$ cat src/rtl/io_strobe_seq_pkg.sv
// io_strobe_pkg: shared types and helpers for the I/O strobe sequencer.
//   state_t : sequencer state encoding (IDLE, SETUP, ACTIVE, HOLD, DONE), 3 bits
//   cnt_w() : width of the phase counter, wide enough for the longest phase
package io_strobe_pkg;

  typedef enum logic [2:0] {
    IDLE   = 3'd0,
    SETUP  = 3'd1,
    ACTIVE = 3'd2,
    HOLD   = 3'd3,
    DONE   = 3'd4
  } state_t;

  // Counter holds values up to max(phase length) - 1, but sizing for the
  // full maximum keeps the loaded values representable for any setting.
  function automatic int cnt_w(input int setup_cyc, input int active_cyc,
                               input int hold_cyc);
    int m;
    int w;
    m = setup_cyc;
    if (active_cyc > m) m = active_cyc;
    if (hold_cyc > m) m = hold_cyc;
    w = $clog2(m + 1);
    if (w < 1) w = 1;
    return w;
  endfunction

endpackage

$ cat src/rtl/io_strobe_seq_if.sv
// io_strobe_seq_if: CPU request/ack handshake plus decoder drive signals.
//   req, addr         : CPU request level and address (master -> slave)
//   ack, hit, busy    : completion pulse, window-hit pulse, activity flag
//   dec_en_n, dec_sel : active-low decoder enable and 2-bit select
//   wait_n            : only with IO_STROBE_WAIT_EN defined; stretches ACTIVE while 0
interface io_strobe_seq_if #(
  parameter int ADDR_W = 16
);
  logic              req;
  logic [ADDR_W-1:0] addr;
  logic              ack;
  logic              hit;
  logic              busy;
  logic              dec_en_n;
  logic [1:0]        dec_sel;
`ifdef IO_STROBE_WAIT_EN
  logic              wait_n;

  modport master (output req, addr, wait_n,
                  input  ack, hit, busy, dec_en_n, dec_sel);
  modport slave  (input  req, addr, wait_n,
                  output ack, hit, busy, dec_en_n, dec_sel);
`else
  modport master (output req, addr,
                  input  ack, hit, busy, dec_en_n, dec_sel);
  modport slave  (input  req, addr,
                  output ack, hit, busy, dec_en_n, dec_sel);
`endif
endinterface

$ cat src/rtl/io_strobe_seq_cnt.sv
// io_strobe_cnt: loadable down-counter timing each sequencer phase.
//   clk, rst : clock, asynchronous active-high reset (count -> 0)
//   load     : load load_val (has priority over dec)
//   dec      : count down by one, unless frozen or already zero
//   freeze   : hold the current value
//   zero     : count == 0
module io_strobe_cnt #(
  parameter int W = 2
) (
  input  logic         clk,
  input  logic         rst,
  input  logic         load,
  input  logic [W-1:0] load_val,
  input  logic         dec,
  input  logic         freeze,
  output logic         zero
);

  logic [W-1:0] count;

  // Saturates at zero so the count can never wrap.
  always_ff @(posedge clk or posedge rst) begin
    if (rst) begin
      count <= '0;
    end else if (load) begin
      count <= load_val;
    end else if (dec && !freeze && (count != '0)) begin
      count <= count - 1'b1;
    end
  end

  assign zero = (count == '0);

endmodule

$ cat src/rtl/io_strobe_seq.sv
// io_strobe_seq: bus-cycle strobe sequencer feeding a 2-to-4 inverted decoder.
// A CPU request inside the BASE/MASK window latches the select bits and runs
// SETUP -> ACTIVE -> HOLD -> DONE, giving a fixed-width active-low enable
// pulse; a request outside the window is acknowledged at once with hit=0.
//   clk, rst : clock, asynchronous active-high reset
//   bus      : io_strobe_seq_if.slave (req/addr in; ack/hit/busy/dec_en_n/dec_sel out)
// Optional feature: define IO_STROBE_WAIT_EN to add bus.wait_n, which freezes
// the ACTIVE phase while low.
module io_strobe_seq
  import io_strobe_pkg::*;
#(
  parameter int              ADDR_W     = 16,
  parameter logic [ADDR_W-1:0] BASE     = 16'h3C00,
  parameter logic [ADDR_W-1:0] MASK     = 16'hFFF0,
  parameter int              SEL_LSB    = 0,
  parameter int              SETUP_CYC  = 1,
  parameter int              ACTIVE_CYC = 2,
  parameter int              HOLD_CYC   = 1
) (
  input logic          clk,
  input logic          rst,
  io_strobe_seq_if.slave bus
);

  localparam int CW = cnt_w(SETUP_CYC, ACTIVE_CYC, HOLD_CYC);
  localparam logic [CW-1:0] SETUP_LD  = CW'(SETUP_CYC - 1);
  localparam logic [CW-1:0] ACTIVE_LD = CW'(ACTIVE_CYC - 1);
  localparam logic [CW-1:0] HOLD_LD   = CW'((HOLD_CYC > 0) ? HOLD_CYC - 1 : 0);

  state_t      state;
  state_t      state_nxt;
  logic        win_hit;
  logic        miss_ack;
  logic        cnt_load;
  logic [CW-1:0] cnt_val;
  logic        cnt_dec;
  logic        cnt_freeze;
  logic        cnt_zero;

  logic        ack_q;
  logic        hit_q;
  logic        busy_q;
  logic        dec_en_n_q;
  logic [1:0]  dec_sel_q;

  assign win_hit = ((bus.addr & MASK) == (BASE & MASK));

`ifdef IO_STROBE_WAIT_EN
  assign cnt_freeze = (state == ACTIVE) && !bus.wait_n;
`else
  assign cnt_freeze = 1'b0;
`endif

  io_strobe_cnt #(.W(CW)) u_cnt (
    .clk      (clk),
    .rst      (rst),
    .load     (cnt_load),
    .load_val (cnt_val),
    .dec      (cnt_dec),
    .freeze   (cnt_freeze),
    .zero     (cnt_zero)
  );

  // State register.
  always_ff @(posedge clk or posedge rst) begin
    if (rst) begin
      state <= IDLE;
    end else begin
      state <= state_nxt;
    end
  end

  // Next-state logic; each phase loads the counter with its length minus one
  // on entry and leaves once the counter has reached zero.
  always_comb begin
    state_nxt = state;
    miss_ack  = 1'b0;
    cnt_load  = 1'b0;
    cnt_val   = '0;
    cnt_dec   = 1'b0;
    case (state)
      IDLE: begin
        if (bus.req) begin
          if (win_hit) begin
            state_nxt = SETUP;
            cnt_load  = 1'b1;
            cnt_val   = SETUP_LD;
          end else begin
            miss_ack  = 1'b1;
          end
        end
      end
      SETUP: begin
        if (cnt_zero) begin
          state_nxt = ACTIVE;
          cnt_load  = 1'b1;
          cnt_val   = ACTIVE_LD;
        end else begin
          cnt_dec   = 1'b1;
        end
      end
      ACTIVE: begin
        if (cnt_freeze) begin
          state_nxt = ACTIVE;
        end else if (cnt_zero) begin
          if (HOLD_CYC == 0) begin
            state_nxt = DONE;
          end else begin
            state_nxt = HOLD;
            cnt_load  = 1'b1;
            cnt_val   = HOLD_LD;
          end
        end else begin
          cnt_dec   = 1'b1;
        end
      end
      HOLD: begin
        if (cnt_zero) begin
          state_nxt = DONE;
        end else begin
          cnt_dec   = 1'b1;
        end
      end
      DONE: begin
        state_nxt = IDLE;
      end
      default: begin
        state_nxt = IDLE;
      end
    endcase
  end

  // Outputs are registered from the next state so every decoder-facing
  // signal comes straight from a flop and cannot glitch.
  always_ff @(posedge clk or posedge rst) begin
    if (rst) begin
      ack_q      <= 1'b0;
      hit_q      <= 1'b0;
      busy_q     <= 1'b0;
      dec_en_n_q <= 1'b1;
      dec_sel_q  <= 2'b00;
    end else begin
      ack_q      <= miss_ack || (state_nxt == DONE);
      hit_q      <= (state_nxt == DONE);
      busy_q     <= (state_nxt != IDLE);
      dec_en_n_q <= (state_nxt != ACTIVE);
      if ((state == IDLE) && bus.req && win_hit) begin
        dec_sel_q <= bus.addr[SEL_LSB+1:SEL_LSB];
      end
    end
  end

  assign bus.ack      = ack_q;
  assign bus.hit      = hit_q;
  assign bus.busy     = busy_q;
  assign bus.dec_en_n = dec_en_n_q;
  assign bus.dec_sel  = dec_sel_q;

endmodule
$ cat src/flat_wrapper.sv
// flat-port wrapper written by rule: the top's interface ports become plain ports
module io_strobe_seq_flat import io_strobe_pkg::*;
#(
  parameter int              ADDR_W     = 16,
  parameter logic [ADDR_W-1:0] BASE     = 16'h3C00,
  parameter logic [ADDR_W-1:0] MASK     = 16'hFFF0,
  parameter int              SEL_LSB    = 0,
  parameter int              SETUP_CYC  = 1,
  parameter int              ACTIVE_CYC = 2,
  parameter int              HOLD_CYC   = 1
)
  (clk, rst, bus_req, bus_addr, bus_ack, bus_hit, bus_busy, bus_dec_en_n, bus_dec_sel);
  io_strobe_seq_if #(.ADDR_W(ADDR_W)) bus_i ();
  input logic clk;
  input logic rst;
  input wire logic [$bits(bus_i.req)-1:0] bus_req;
  input wire logic [$bits(bus_i.addr)-1:0] bus_addr;
  output wire logic [$bits(bus_i.ack)-1:0] bus_ack;
  output wire logic [$bits(bus_i.hit)-1:0] bus_hit;
  output wire logic [$bits(bus_i.busy)-1:0] bus_busy;
  output wire logic [$bits(bus_i.dec_en_n)-1:0] bus_dec_en_n;
  output wire logic [$bits(bus_i.dec_sel)-1:0] bus_dec_sel;
  assign bus_i.req = bus_req;
  assign bus_i.addr = bus_addr;
  assign bus_ack = bus_i.ack;
  assign bus_hit = bus_i.hit;
  assign bus_busy = bus_i.busy;
  assign bus_dec_en_n = bus_i.dec_en_n;
  assign bus_dec_sel = bus_i.dec_sel;
  io_strobe_seq #(.ADDR_W(ADDR_W), .BASE(BASE), .MASK(MASK), .SEL_LSB(SEL_LSB), .SETUP_CYC(SETUP_CYC), .ACTIVE_CYC(ACTIVE_CYC), .HOLD_CYC(HOLD_CYC)) u_core (.clk(clk), .rst(rst), .bus(bus_i));
endmodule
$ cat config.mk
export PLATFORM = sky130hd
export DESIGN_NAME = io_strobe_seq_flat
export DESIGN_NICKNAME = d
export VERILOG_FILES = /design/src/rtl/io_strobe_seq_pkg.sv /design/src/rtl/io_strobe_seq_if.sv /design/src/rtl/io_strobe_seq_cnt.sv /design/src/rtl/io_strobe_seq.sv /design/src/flat_wrapper.sv
export SDC_FILE = /design/constraint.sdc
export NUM_CORES = 1
export LEC_CHECK = 0
export BUFFER_PORTS_ARGS = -buffer_cell sky130_fd_sc_hd__clkbuf_2
export CAP_MARGIN = 25
export CORE_MARGIN = 2
export CORE_UTILIZATION = 41
export DETAILED_ROUTE_END_ITERATION = 12
export PLACE_DENSITY = 0.75
export SLEW_MARGIN = 20
export SYNTH_ARGS = -nofsm -noshare
export SYNTH_HDL_FRONTEND = slang
export SYNTH_SLANG_ARGS = --single-unit
$ cat constraint.sdc
create_clock -name clk -period 1.4 [get_ports clk]
set_input_delay 0.21 -clock clk [delete_from_list [all_inputs] [get_ports clk]]
set_output_delay 0.21 -clock clk [all_outputs]
set_load 0.02 [all_outputs]
==> metrics.yaml, run 1 <==
cells_and_area:
  areaGrowthSynthToFinish_pct: 40.3
  diodes: 0
  final_nets: 105
  fin_util_pct: 60.4
  fin_cells: 100
  drive_gt1_share_pct: 61.9
sta:
  max_freq_mhz: 720
  worstMarginPinSlew_ps: 420
  slew_violations: 0
  post-route-period-util_pct: 99.3
  fin_crit_ps: 1390
  finalHoldViolCount: 0
  clock_skew_ps: 2.02
  setup_violations: 0
  hold_ws_ps: 177
  fin_tns_setup_ps: 0
  rsz0062_at_grt: "true"
  relSlewSlack_pct: 71.9
die:
  die_h_um: 43.3
  io_pins: 25
  dieArea_um2: 1870
  die_w_um: 43.3
  coreArea_um2: 1470
  start_util_pct: 43.0
  num_rows: 14
synth:
  syn_nets: 72
  ys_top_cells_by_area: "dfrtp_1 40%, mux2_4 4.7%, dfstp_2 4.2%"
  ys_ff_latch: 11
  yosysWarnings: 0
  yosysUniqueCellTypes: 33
  yosysTopAreaCell: "dfrtp_1"
  syn_area_per_cell_um2: 12.2
  syn_inst: 52
  netlist_area_um2: 633
  ys_seq_area_share_pct: 43.7
  synth.top_cell.area_share_pct: 39.5
worst_setup_path:
  slowest_delay_ps: 420
  arrival_ps: 1540
  critPathLaunchType: "flop"
  crit_buf_inv: 0
  path_cells: "nor4b_4 > nand4_4 > mux2_4"
  slowest_stage: "dfrtp_1"
  criticalPathCategory: "flop to flop"
  crit_family: "simple AND/OR/NAND/NOR gates"
  required_ps: 1550
  cp-end-kind: "flop"
  cp_max_fo: 3
  r2r_cells: 3
  cp.depth: 3
clock_network:
  cts_max_level: 1
  cts_inserted_buffers: 3
  cts.sinks: 11
  clockBufferDepth: 2
  root_buffer: "clkbuf_4"
  clk_latency_ps: 260
  clk_pin_slew_worst_paths_ps: 70
  cts_tree: "yes"
grt:
  overflow: 0
  grt.total_usage_pct: 15.8
  grt_max_degree: 13
  grt_pass1_vias: 511
  grt_pass1_wl_um: 2200
  grt_antenna_before_repair: 0
drt:
  dr.first_iter.drc_count: 1
  via_count: 501
  dr.pass1.iters: 2
  drc: 0
  ant_nets: 0
  wire_per_inst_um: 13.1
  viasPerCell: 5.01
  wirelength_um: 1310
power_and_ir_drop:
  p_leak_uw: 0.000431
  ir_drop_mv: 1.13
  p_per_area_nw_per_um2: 1840
hold_path:
  hold_class: "input pin to flop"
  hold_path_depth: 2
placement:
  port_buffers: 22
  gp_congestion: 0.749
  place_inst: 93
  post-dp-hpwl_um: 934
status:
  status: "finished clean"
run:
  maxCapViolCount: 0
[where the power goes]
| part | leakage [uW] | total, uW | internal (uW) | switching [uW] |
|---|---|---|---|---|
| logic | 0.000276 | 924 | 483 | 441 |
| registers | 0.000140 | 497 | 432 | 64.6 |
| clock network | 0.0000150 | 211 | 110 | 101 |
[cell families (layout without fill, tap and decap cells)]
kind of cell | after synthesis | count (layout) | synth area share (%)
AO/OA/AOI/OAI | 11 | 11 | 13.6
XOR/XNOR | 1 | 1 | 1.38
adder cells (fa/ha/maj) | 1 | 1 | 1.98
buffers and inverters | 6 | 38 | 5.14
flip-flops | 11 | 11 | 43.7
multiplexers | 2 | 2 | 4.74
AND/OR/NAND/NOR | 20 | 20 | 29.4
[routing by layer]
metal / track usage [%] / routed length [um]
met1: 20.2 / 621
met2: 26.9 / 650
met3: 1.28 / 21
met4: 7.27 / 19
met5: 0 / 0
[worst reg2reg max path, cell delays in order (launching register included)]
cell and delay (ps):
dfrtp_1 420, nor4b_4 350, nand4_4 180, mux2_4 330
[final timing paths]
path	to	slack [ps]	start
max	u_core.bus.dec_sel[1]$_DFFE_PP0P_	10	u_core.state[2]$_DFF_PP0_
min	u_core.bus.dec_sel[0]$_DFFE_PP0P_	180	bus_addr[0]
max reg2reg	u_core.bus.dec_sel[1]$_DFFE_PP0P_	10	u_core.state[2]$_DFF_PP0_
min reg2reg	u_core.bus.dec_sel[0]$_DFFE_PP0P_	520	u_core.bus.dec_sel[0]$_DFFE_PP0P_
max in group asynchronous	u_core.bus.dec_en_n$_DFF_PP1_	600	rst
min in group asynchronous	u_core.u_cnt.count[0]$_DFFE_PP0P_	480	rst
[layout make-up]
| type | instances | area, um2 |
|---|---|---|
| fillers | 136 | 583 |
| multi-input cells | 35 | 363 |
| flip-flops and latches | 11 | 277 |
| repair buffers | 31 | 191 |
| clock buffers | 4 | 26.3 |
| well taps | 16 | 20.0 |
| inverters | 3 | 11.3 |
[stage by stage]
stage / worst slack (ps) / cell area, um2 / power (uW)
final: 10.4 / 888 / 1630
after global placement: 46.9 / 803 / 1260
after CTS: -3.41 / 855 / 1540
after floorplan: -13.0 / 649 / 1090
after global routing: -54.5 / 888 / 1760
after detailed placement: -3.80 / 803 / 1290
[registers in the layout, summed over array words and instances, names as in the netlist]
| register | cells |
|---|---|
| u_core.bus.dec_en_n | 1 |
| u_core.bus.dec_sel | 2 |
| u_core.state | 3 |
| u_core.bus.busy | 1 |
| u_core.u_cnt.count | 2 |
| u_core.bus.ack | 1 |
| u_core.bus.hit | 1 |
[timing repair]
item,4_1_cts,5_1_grt
hold endpoints to repair,10,0
hold buffers,1,0
pin swaps,2,6
gates resized for setup,1,7
setup endpoints to repair,3,6
buffers inserted,0,2
[placed cells by master, fill, tap and decap left out, types with 2 or more instances in the layout]
cell,netlist,layout
inv_2,0,2
clkbuf_2,0,22
nor2_1,3,3
buf_4,0,5
buf_6,1,3
dfrtp_1,10,10
mux2_4,2,2
and4bb_2,2,2
nor3b_1,3,3
or4b_4,0,2
clkbuf_4,0,3
[cell usage after synthesis]
cell and number:
a31o_1 1, nand3_1 1, o21ba_2 1, a21boi_0 1, nor3_1 1, and4bb_2 2, nor2_1 3, nand4_1 1
o211ai_2 1, and3_2 1, a21oi_1 2, mux2_4 2, a21o_2 1, a31oi_1 1, dfrtp_1 10, nand4_4 1
nor4b_4 1, nand3b_1 1, buf_2 2, nand2_1 1, o21ai_0 1, o32a_1 1, nor4_4 1, buf_6 1
o21bai_1 1, dfstp_2 1, nor3b_1 3, nand2b_1 1, or4b_2 1, inv_1 3, xor2_1 1, ha_1 1
or4b_1 1
Power figures use the tool's default switching activity.
==> run 2, diff against run 1 <==
--- a/config.mk
+++ b/config.mk
@@ -7,6 +7,7 @@
 export LEC_CHECK = 0
 export BUFFER_PORTS_ARGS = -buffer_cell sky130_fd_sc_hd__clkbuf_2
 export CAP_MARGIN = 25
+export CORE_ASPECT_RATIO = 0.9
 export CORE_MARGIN = 2
 export CORE_UTILIZATION = 41
 export DETAILED_ROUTE_END_ITERATION = 12
==> run 2 against run 1 <==
  * Power down 5.5%
  * Count of clock-buffer cells in the layout stayed put
  * Clock skew shrank 1.4 ps
  * Global-route usage is 0.88 points higher
  * Fmax increased by 0.16%
  * Final cell count fell by 1.0%
  * First-iteration DRC count rose to 15 times the previous value
  * Sequential cell count stayed put
==> metrics.yaml, run 2 (synthesized netlist as in run 1, its figures left out) <==
worst_setup_path:
  critPathLaunchType: "flop"
  slowest_stage: "dfrtp_1"
  path_cells: "nor4b_4 > nand4_4 > mux2_4"
  reg2reg_to: "u_core.bus.dec_sel[1]$_DFFE_PP0P_"
  cp_max_fo: 4
  r2r_slack_ps: 10
  cp-end-kind: "flop"
  r2r_cells: 3
  arrival_ps: 1540
  required_ps: 1550
  crit_family: "simple AND/OR/NAND/NOR gates"
  criticalPathCategory: "flop to flop"
  slowest_delay_ps: 410
  r2r_start: "u_core.state[0]$_DFF_PP0_"
  crit_buf_inv: 0
clock_network:
  cts.sinks: 11
  root_buffer: "clkbuf_4"
  clockBufferDepth: 2
  cts_inserted_buffers: 3
  clk_pin_slew_worst_paths_ps: 70
  clk_latency_ps: 260
  cts_max_level: 1
  cts_tree: "yes"
grt:
  grt.total_usage_pct: 16.7
  grt_antenna_before_repair: 0
  grt_max_degree: 13
  overflow: 0
  grt_pass1_wl_um: 2100
  grt_pass1_vias: 460
run:
  maxCapViolCount: 0
placement:
  postPlaceCellArea_um2: 810
  post-dp-hpwl_um: 1000
  gp_congestion: 0.793
  port_buffers: 22
die:
  io_pins: 25
  die_w_um: 45.4
  num_rows: 13
  dieArea_um2: 1870
  start_util_pct: 43.7
  die_h_um: 41.3
  coreArea_um2: 1450
sta:
  fin_crit_ps: 1390
  post-route-period-util_pct: 99.1
  finalHoldViolCount: 0
  slew_violations: 0
  max_freq_mhz: 721
  setup_violations: 0
  relSlewSlack_pct: 73.7
  hold_ws_ps: 172
  clock_skew_ps: 0.583
  rsz0062_at_grt: "true"
  worstMarginPinSlew_ps: 394
cells_and_area:
  fin_util_pct: 59.7
  areaGrowthSynthToFinish_pct: 36.6
  num-fill-cells: 117
  most-common-layout-cells: "22 x clkbuf_2, 10 x dfrtp_1, 6 x buf_4"
  drive_gt1_share_pct: 59.5
  design_area_um2: 865
  largest_register_ffs: 3
  final_common_cell: "clkbuf_2"
  diodes: 0
  regMostFlops: "u_core.state"
  final_nets: 105
drt:
  dr.pass1.iters: 4
  wire_per_inst_um: 12.9
  wirelength_um: 1270
  via_count: 519
  viasPerCell: 5.24
  dr.first_iter.drc_count: 15
  drc: 0
  ant_nets: 0
hold_path:
  hold_class: "input pin to flop"
  whs_endpoint: "u_core.bus.dec_sel[0]$_DFFE_PP0P_"
  hold_path_depth: 2
  holdCritStartpoint: "bus_addr[0]"
power_and_ir_drop:
  p_leak_uw: 0.000428
  p_per_area_nw_per_um2: 1780
  ir_drop_mv: 0.902
status:
  status: "finished clean"
## run 2: cell counts in the layout (fill, tap and decap cells not counted)
No cell type changed its count.
## run 2: cell type report
type / count / area, um2 / area share [%]
inverters: 3 / 11.3 / 1.30
flip-flops and latches: 11 / 277 / 32.0
well taps: 15 / 18.8 / 2.17
multi-input cells: 35 / 344 / 39.8
repair buffers: 31 / 188 / 21.7
clock buffers: 4 / 26.3 / 3.04
## run 2: worst max path at each step
stage / startpoint / to / slack (ps) / cells past startpoint
6_report: u_core.state[0]$_DFF_PP0_ / u_core.bus.dec_sel[1]$_DFFE_PP0P_ / 10 / 3
5_1_grt: u_core.state[0]$_DFF_PP0_ / u_core.bus.dec_sel[1]$_DFFE_PP0P_ / -40 / 3
4_1_cts: u_core.state[1]$_DFF_PP0_ / u_core.bus.dec_sel[1]$_DFFE_PP0P_ / 0.2 / 3
3_5_place_dp: u_core.state[1]$_DFF_PP0_ / u_core.bus.dec_sel[1]$_DFFE_PP0P_ / 20 / 3
3_3_place_gp: u_core.state[1]$_DFF_PP0_ / u_core.bus.dec_sel[0]$_DFFE_PP0P_ / 20 / 3
2_1_floorplan: u_core.state[0]$_DFF_PP0_ / u_core.bus.dec_sel[0]$_DFFE_PP0P_ / -10 / 4
## run 2: layer usage
layer	share of wire, %	track usage [%]
met3	2.7	2.64
met4	0.94	11.0
met2	51	26.8
met5	0	0
met1	45	21.1
## run 2: metrics by stage
step / cells / setup WS [ps] / power (uW) / setup TNS (ps)
floorplan: 52 / -13.0 / 1090 / -26.0
finish: 99 / 12.7 / 1540 / 0
CTS: 98 / 0.194 / 1500 / 0
global route: 99 / -43.3 / 1670 / -131
global placement: 93 / 21.1 / 1270 / 0
detailed placement: 93 / 17.0 / 1290 / 0
## run 2: what timing repair did
item / 4_1_cts / 5_1_grt
setup endpoints to repair: 0 / 5
buffers inserted: 0 / 1
hold buffers: 1 / 0
endpoints found under the hold margin: 10 / 0
gates resized for setup: 0 / 4
## run 2: where the power goes
group | total (uW) | leakage [uW] | internal (uW) | switching, uW
Sequential | 495 | 0.000140 | 432 | 62.8
Combinational | 834 | 0.000272 | 434 | 401
Clock | 213 | 0.0000150 | 110 | 103
Total | 1540 | 0.000428 | 976 | 566
==> run 3, diff against run 2 <==
--- a/config.mk
+++ b/config.mk
@@ -7,11 +7,10 @@
 export LEC_CHECK = 0
 export BUFFER_PORTS_ARGS = -buffer_cell sky130_fd_sc_hd__clkbuf_2
 export CAP_MARGIN = 25
-export CORE_ASPECT_RATIO = 0.9
 export CORE_MARGIN = 2
-export CORE_UTILIZATION = 41
+export CORE_UTILIZATION = 46
 export DETAILED_ROUTE_END_ITERATION = 12
-export PLACE_DENSITY = 0.75
+export PLACE_DENSITY = 0.79
 export SLEW_MARGIN = 20
 export SYNTH_ARGS = -nofsm -noshare
 export SYNTH_HDL_FRONTEND = slang
==> constraint.sdc (replaced) <==
create_clock -name clk -period 1.45 [get_ports clk]
set_input_delay 0.2175 -clock clk [delete_from_list [all_inputs] [get_ports clk]]
set_output_delay 0.2175 -clock clk [all_outputs]
set_load 0.02 [all_outputs]
==> run 3 against run 2 <==
  * Clock power is 3% lower
  * Combinational power shrank 4.1%
  * Die area down 9.9%
  * Sequential power down 2%
  * Via count is 0.19% higher
  * Largest cell class unchanged
  * Largest power group unchanged
  * Highest routed layer unchanged
==> metrics.yaml, run 3 (synthesized netlist as in run 1, its figures left out) <==
sta:
  post-route-period-util_pct: 99.7
  hold_ws_ps: 179
  setup_violations: 0
  relSlewSlack_pct: 73.2
  rsz0062_at_grt: "true"
  max_freq_mhz: 692
  worstMarginPinSlew_ps: 402
  finalHoldViolCount: 0
  fin_crit_ps: 1450
  slew_violations: 0
  clock_skew_ps: 2.81
clock_network:
  cts_inserted_buffers: 3
  cts.sinks: 11
  cts_max_level: 1
  clk_pin_slew_worst_paths_ps: 70
  cts_tree: "yes"
  clk_latency_ps: 270
  clockBufferDepth: 2
  root_buffer: "clkbuf_4"
power_and_ir_drop:
  p_switching_uw: 561
  totalPowerFinal_uw: 1490
  p_seq_share_pct: 32.4
  p_int_uw: 928
  p_leak_uw: 0.000419
  pwr-share-comb_pct: 53.7
  p_per_area_nw_per_um2: 1750
  ir_drop_mv: 1.16
  p_sw_share_pct: 37.7
  pwr-share-clk_pct: 13.8
cells_and_area:
  num-fill-cells: 107
  drive_gt1_share_pct: 57.8
  most-common-layout-cells: "22 x clkbuf_2, 10 x dfrtp_1, 7 x buf_4"
  largest_register_ffs: 3
  design_area_um2: 852
  regMostFlops: "u_core.state"
  final_common_cell: "clkbuf_2"
  diodes: 0
  final_nets: 104
  areaGrowthSynthToFinish_pct: 34.6
grt:
  grt.total_usage_pct: 16.0
  grt_antenna_before_repair: 0
  overflow: 0
  grt_max_degree: 12
  grt_pass1_vias: 403
  grt_pass1_wl_um: 1700
drt:
  ant_nets: 0
  viasPerCell: 5.31
  via_count: 520
  drc: 0
  dr.pass1.iters: 4
  dr.first_iter.drc_count: 7
  wirelength_um: 1360
  wire_per_inst_um: 13.8
die:
  die_w_um: 41.1
  io_pins: 25
  dieArea_um2: 1690
  die_h_um: 41.1
  num_rows: 13
  coreArea_um2: 1300
  start_util_pct: 48.7
status:
  status: "finished clean"
worst_setup_path:
  cp-end-kind: "flop"
  cp.depth: 5
  endpoint: "u_core.u_cnt.count[0]$_DFFE_PP0P_"
  slowest_delay_ps: 530
  slowest_stage: "or4b_4"
  r2r_start: "u_core.u_cnt.count[0]$_DFFE_PP0P_"
  startpoint: "u_core.u_cnt.count[0]$_DFFE_PP0P_"
  cp_max_fo: 7
  reg2reg_to: "u_core.u_cnt.count[0]$_DFFE_PP0P_"
  crit_buf_inv: 1
  required_ps: 1660
  crit_family: "simple AND/OR/NAND/NOR gates"
  path_cells: "inv_2 > ha_4 > or4b_4 > o211ai_2 > a31o_1"
  arrival_ps: 1660
  r2r_cells: 5
  critPathLaunchType: "flop"
  criticalPathCategory: "flop to flop"
  r2r_slack_ps: 5
hold_path:
  hold_class: "input pin to flop"
placement:
  port_buffers: 22
  gp_congestion: 0.802
  post-dp-hpwl_um: 919
  postPlaceCellArea_um2: 795
run:
  maxCapViolCount: 0
run 3: what timing repair did:
item                                   CTS  global route
setup endpoints to repair                0             4
resized for setup                        0             1
setup buffers                            0             2
hold buffers                             1             0
endpoints found under the hold margin   10             0
run 3: how the worst min path moves through the flow:
stage / startpoint / endpoint / slack [ps] / depth (start not counted)
3_3_place_gp: rst / u_core.bus.hit$_DFF_PP0_ / 200 / 2
2_1_floorplan: rst / u_core.bus.ack$_DFF_PP0_ / 70 / 1
6_report: bus_addr[0] / u_core.bus.dec_sel[0]$_DFFE_PP0P_ / 180 / 2
3_5_place_dp: rst / u_core.bus.hit$_DFF_PP0_ / 200 / 2
4_1_cts: bus_addr[0] / u_core.bus.dec_sel[0]$_DFFE_PP0P_ / 170 / 2
5_1_grt: bus_addr[0] / u_core.bus.dec_sel[0]$_DFFE_PP0P_ / 180 / 2
run 3: cell type report:
| type | instances | area (um2) | share of cell area [%] |
|---|---|---|---|
| multi-input combinational | 35 | 347 | 40.7 |
| sequential | 11 | 277 | 32.5 |
| timing repair buffer | 30 | 173 | 20.3 |
| clock buffer | 4 | 26.3 | 3.08 |
| tap | 15 | 18.8 | 2.20 |
| inverter | 3 | 11.3 | 1.32 |
run 3: worst register-to-register path: stages (launching register included):
cell and delay [ps]:
dfrtp_1 400, inv_2 80, ha_4 180, or4b_4 530, o211ai_2 70, a31o_1 120
run 3: power groups by stage:
stage | clock network [uW] | registers, uW | logic (uW)
after floorplan | 0 | 530 | 519
after global placement | 0 | 479 | 711
after detailed placement | 0 | 483 | 730
after CTS | 212 | 478 | 736
after global routing | 227 | 492 | 867
final | 206 | 483 | 800
run 3: per-stage QoR:
stage	TNS [ps]	setup WS (ps)	instances	utilization, %
3_3_place_gp	0	56.9	91	61.1
4_1_cts	0	5.54	96	63.8
5_1_grt	-151	-35.5	98	65.5
6_report	0	4.70	98	65.5
3_5_place_dp	0	20.6	91	61.1
2_1_floorplan	0	37.0	52	-
run 3: layer usage:
metal | global-route usage [%] | vias up | wire [um]
met1 | 20.1 | 247 | 491
met4 | 9.68 | 0 | 19
met5 | 0 | - | 0
li1 | - | 257 | -
met3 | 3.26 | 2 | 53
met2 | 25.0 | 14 | 791
